### config.mk
export PLATFORM = sky130hd
export DESIGN_NAME = command_sequencer
export DESIGN_NICKNAME = d
export VERILOG_FILES = /design/src/rtl/command_sequencer.sv
export SDC_FILE = /design/constraint.sdc
export NUM_CORES = 1
export LEC_CHECK = 0
export CAP_MARGIN = 20
export CORE_ASPECT_RATIO = 1.75
export CORE_MARGIN = 2
export CORE_UTILIZATION = 54
export DETAILED_ROUTE_END_ITERATION = 10
export PLACE_DENSITY = 0.75
export SETUP_SLACK_MARGIN = 0.5
export SLEW_MARGIN = 20
export SYNTH_ARGS = -nofsm -noshare
export SYNTH_HDL_FRONTEND = slang
export SYNTH_SLANG_ARGS = --single-unit
export TNS_END_PERCENT = 5
### constraint.sdc
create_clock -name clk -period 4.1 [get_ports clk]
set_clock_uncertainty 0.05 [all_clocks]
set_input_delay 0.615 -clock clk [delete_from_list [all_inputs] [get_ports clk]]
set_output_delay 0.615 -clock clk [all_outputs]
set_load 0.02 [all_outputs]
### src/rtl/command_sequencer.sv
// command_sequencer: runs a preloaded buffer of RV32I commands through a run/done handshake with a done timeout.
// Optional build macro SEQ_NOP_SKIP_EN: slots holding the canonical NOP are skipped instead of issued.
module command_sequencer #(
    parameter int DEPTH   = 16,
    parameter int TIMEOUT = 64
) (
    input  logic                     clk,
    input  logic                     reset,
    input  logic                     load_en,
    input  logic [$clog2(DEPTH)-1:0] load_addr,
    input  logic [31:0]              load_data,
    input  logic [$clog2(DEPTH):0]   prog_len,
    input  logic                     start,
    output logic [31:0]              command,
    output logic                     run,
    input  logic                     done,
    output logic                     busy,
    output logic                     finished,
    output logic                     timeout_err,
    output logic [$clog2(DEPTH)-1:0] pc,
    output logic [$clog2(DEPTH):0]   retired
);
    localparam int AW = $clog2(DEPTH);
    localparam int LW = AW + 1;
    localparam int CW = $clog2(TIMEOUT + 1);
    localparam logic [LW-1:0] DEPTH_LEN = LW'(DEPTH);
    localparam logic [CW-1:0] WAIT_LAST = CW'(TIMEOUT - 1);

    typedef enum logic [2:0] {
        S_IDLE,
        S_ISSUE,
        S_WAIT,
        S_SKIP,
        S_FINISH,
        S_ERROR
    } state_t;

    state_t        state_reg, state_next;
    logic [AW-1:0] pc_reg, pc_next;
    logic [LW-1:0] len_reg, len_next;
    logic [LW-1:0] retired_reg, retired_next;
    logic [CW-1:0] wait_reg, wait_next;
    logic [31:0]   cmd_reg, cmd_next;
    logic [31:0]   mem [DEPTH];

    logic [AW-1:0] pc_inc;
    logic [LW-1:0] len_start;
    logic          last_slot;
    logic          can_start;
    state_t        first_state;
    state_t        after_state;

    assign pc_inc    = pc_reg + AW'(1);
    assign len_start = (prog_len > DEPTH_LEN) ? DEPTH_LEN : prog_len;
    assign last_slot = ({1'b0, pc_reg} == (len_reg - LW'(1)));
    assign can_start = (state_reg == S_IDLE) || (state_reg == S_FINISH) || (state_reg == S_ERROR);

`ifdef SEQ_NOP_SKIP_EN
    localparam logic [31:0] NOP = 32'h0000_0013;
    assign first_state = (mem[0] == NOP) ? S_SKIP : S_ISSUE;
    assign after_state = (mem[pc_inc] == NOP) ? S_SKIP : S_ISSUE;
`else
    assign first_state = S_ISSUE;
    assign after_state = S_ISSUE;
`endif

    // Writes are only accepted while no program is in flight, so a running program is never corrupted.
    always_ff @(posedge clk) begin
        if (load_en && can_start) begin
            mem[load_addr] <= load_data;
        end
    end

    always_ff @(posedge clk) begin
        if (!reset) begin
            state_reg   <= S_IDLE;
            pc_reg      <= '0;
            len_reg     <= '0;
            retired_reg <= '0;
            wait_reg    <= '0;
            cmd_reg     <= '0;
        end else begin
            state_reg   <= state_next;
            pc_reg      <= pc_next;
            len_reg     <= len_next;
            retired_reg <= retired_next;
            wait_reg    <= wait_next;
            cmd_reg     <= cmd_next;
        end
    end

    always_comb begin
        state_next   = state_reg;
        pc_next      = pc_reg;
        len_next     = len_reg;
        retired_next = retired_reg;
        wait_next    = wait_reg;
        cmd_next     = cmd_reg;
        case (state_reg)
            S_IDLE, S_FINISH, S_ERROR: begin
                if (start) begin
                    len_next     = len_start;
                    pc_next      = '0;
                    retired_next = '0;
                    wait_next    = '0;
                    state_next   = (len_start == '0) ? S_FINISH : first_state;
                end
            end
            S_ISSUE: begin
                cmd_next   = mem[pc_reg];
                wait_next  = '0;
                state_next = S_WAIT;
            end
            S_WAIT: begin
                // done is checked first so it wins over a coincident timeout
                if (done) begin
                    retired_next = retired_reg + LW'(1);
                    if (last_slot) begin
                        state_next = S_FINISH;
                    end else begin
                        pc_next    = pc_inc;
                        state_next = after_state;
                    end
                end else begin
                    wait_next = wait_reg + CW'(1);
                    if (wait_reg == WAIT_LAST) begin
                        state_next = S_ERROR;
                    end
                end
            end
            S_SKIP: begin
                if (last_slot) begin
                    state_next = S_FINISH;
                end else begin
                    pc_next    = pc_inc;
                    state_next = after_state;
                end
            end
            default: state_next = S_IDLE;
        endcase
    end

    // During ISSUE the slot is read directly so a write accepted with start is what goes out.
    assign run         = (state_reg == S_ISSUE);
    assign command     = run ? mem[pc_reg] : cmd_reg;
    assign busy        = (state_reg == S_ISSUE) || (state_reg == S_WAIT) || (state_reg == S_SKIP);
    assign finished    = (state_reg == S_FINISH);
    assign timeout_err = (state_reg == S_ERROR);
    assign pc          = pc_reg;
    assign retired     = retired_reg;
endmodule

==> reports/metrics.yaml <==
route:
  top_layer: "met5"
  drc: 0
  wl_met3_um: 2231
  routedWlPerCell_um: 25.64
  m1WireLength_um: 17220
  firstDrtPassIters: 4
  vias: 11390
  via_per_inst: 6.056
  drtIter0Drc: 880
  wirelength_um: 48200
  route.met2.wl_um: 26820
  ant_nets: 0
synthesis:
  synth_edf_count: 512
  synthArstFlopShare_pct: 0
  synth_warnings: 0
  ys_seq_elements: 572
  syn_area_um2: 22020
  synth_ff_type: "edfxtp_1"
  synthDistinctLibCells: 50
  ys_seq_area_share_pct: 75.28
  synthesis.instances: 1182
  syn_nets: 1232
  postSynthAreaPerCell_um2: 18.63
power_and_ir_drop:
  powerDensity_nw_per_um2: 443.3
  ir_drop_uv: 343.2
  p_leak_nw: 7.605
worst_setup_path:
  crit_chain: "or3b_1, nor2_4, buf_12, a32oi_1, o21ai_1, clkdlybuf4s50_1"
  end_kind: "output pin"
  cp.arrival_ns: 3.05
  reg2reg_depth: 5
  worstSetupPathType: "flop to output pin"
  cpPeakStageDelay_ns: 0.68
  reg2reg_from: "state_reg[2]$_SDFFE_PN0P_"
  crit_fanout: 27
  r2r-end: "mem[14][23]$_DFFE_PP_"
  start_kind: "flop"
  rrSetupSlack_ns: 1.12
  required_ns: 3.43
  cpMaxStageDelayCell: "clkdlybuf4s50_1"
sta:
  tightest_slew_ns: 0.8109
  hold_viol_final: 0
  timing.final.crit_share_pct: 90.73
  final-setup-viol-count: 0
  fin_crit_ns: 3.720
  grt_setup_unrepaired: "true"
  fmax_mhz: 268.8
  drv_slew: 0
  timing.setup.tns_ns: 0
  slew_headroom_pct: 45.81
  whs_ns: 0.4352
placed_design:
  numPlacedInstances: 1791
  placed_cell_area_um2: 23830
  post-dp-hpwl_um: 27230
  gp_congestion: 0.7501
  io_buffers: 90
floorplan:
  ios: 91
  core_region_area_um2: 40170
  die_y_um: 271.1
  die_x_um: 156.7
  dieArea_um2: 42470
  row_count: 97
  start_util_pct: 54.81
finish:
  layout_commonest_cell: "edfxtp_1"
  final_cell_count_no_fill: 1880
  fin_nets: 1347
  final_area_um2: 25350
  drive_above_1_share_pct: 15.52
  final_cell_mix: "512 x edfxtp_1, 160 x mux2i_1, 87 x clkdlybuf4s50_1"
  final_core_util_pct: 63.11
  largest_reg_flops: 512
  syn_to_final_growth_pct: 15.14
global_route:
  grt_overflow: 0
  grt_pass1_wl_um: 71660
  antenna_found_initial: 3
  grt_max_degree: 59
  track_usage_pct: 23.01
  grt_pass1_vias: 11980
clock_tree:
  clk_path_buf_depth: 3
  cts_sinks: 572
  postCtsHoldBufs: 0
  cts_max_level: 2
  cts-root-buf: "clkbuf_16"
  cts_buffers: 47
  path_clk_slew_ns: 0.07
  insertion_delay_ns: 0.58
  cts_tree: "done"
status:
  run_status: "finished, final reports clean"
hold_path:
  hold_end: "wait_reg[1]$_SDFFE_PN0P_"
  hold_class: "flop to flop"
  min_path_cells: 2
  hp-start: "wait_reg[1]$_SDFFE_PN0P_"
flow_run:
  maxCapViolations: 0
==> synthesized netlist by cell type, types with 10 or more instances <==
cell type,n,area share [%]
edfxtp_1,512,70
mux2i_1,160,7.3
a22oi_1,64,2.2
mux4_2,64,6.5
dfxtp_1,60,5.5
nor2_1,37,0.63
and2_1,33,0.94
a32oi_1,32,1.3
o21ai_1,31,0.70
buf_2,27,0.61
clkbuf_1,27,0.46
nand2_1,16,0.27
o21ai_0,11,0.25
nor3_1,10,0.23
xor2_1,10,0.40
==> report_power, final <==
| part | leakage, nW | internal (mW) | switching (mW) | total [mW] |
|---|---|---|---|---|
| Sequential | 5.11 | 6.43 | 0.0277 | 6.45 |
| Combinational | 1.78 | 0.180 | 0.308 | 0.488 |
| Clock | 0.720 | 2.35 | 1.95 | 4.30 |
==> worst max-delay path: cells and delay by family, from the launching register on <==
family	cells	cell delay, ns
buffers and inverters	2	0.93
and+or+nand+nor	2	0.77
DFF	1	0.42
AOI/OAI and AO/OA	2	0.36
==> layout make-up <==
| type | count | area (µm²) |
|---|---|---|
| Inverter | 8 | 30.03 |
| Multi-Input combinational cell | 538 | 5253 |
| Clock inverter | 24 | 173.9 |
| Sequential cell | 572 | 16590 |
| Tap cell | 544 | 680.7 |
| Antenna cell | 2 | 5.005 |
| Clock buffer | 62 | 1292 |
| Timing Repair Buffer | 130 | 1334 |
| Fill cell | 2716 | 14820 |
==> timing repair <==
action,in CTS,in global routing
setup endpoints to repair,32,32
hold endpoints to repair,0,0
buffers inserted,0,1
cloned,0,0
resized for setup,6,9
==> through the flow <==
step | setup slack (ns) | power [mW]
after floorplan | 0.2692 | 6.791
after global placement | 0.7423 | 7.049
after detailed placement | 0.6419 | 7.068
after CTS | 0.3008 | 11.30
after global routing | 0.3034 | 11.54
final | 0.3801 | 11.24
==> cells by family after synthesis <==
| family | synth area share [%] |
|---|---|
| compound gates | 5.262 |
| xor+xnor | 0.5568 |
| fa+ha+maj | 0.2273 |
| buf+inv | 1.500 |
| flops | 75.28 |
| mux | 13.87 |
| simple gates | 3.307 |
==> metal layers <==
metal  up-vias  GRT usage, %
met1      5890         26.40
li1       4998             -
met5         -             0
met2       378         42.67
met4         2         9.754
met3       117         3.097
==> how the worst max path moves through the flow <==
stage | startpoint | end | slack, ns | cells past startpoint
finish | state_reg[1]$_SDFFE_PN0P_ | command[13] | 0.38 | 6
global placement | flop | command[12] | 0.74 | 6
floorplan | state_reg[2]$_SDFFE_PN0P_ | mem[2][0]$_DFFE_PP_ | 0.27 | 4
global route | flop | command[31] | 0.30 | 5
CTS | state_reg[0]$_SDFFE_PN0P_ | command[13] | 0.30 | 6
detailed placement | flop | command[12] | 0.64 | 6
(Power assumes the default switching activity.)
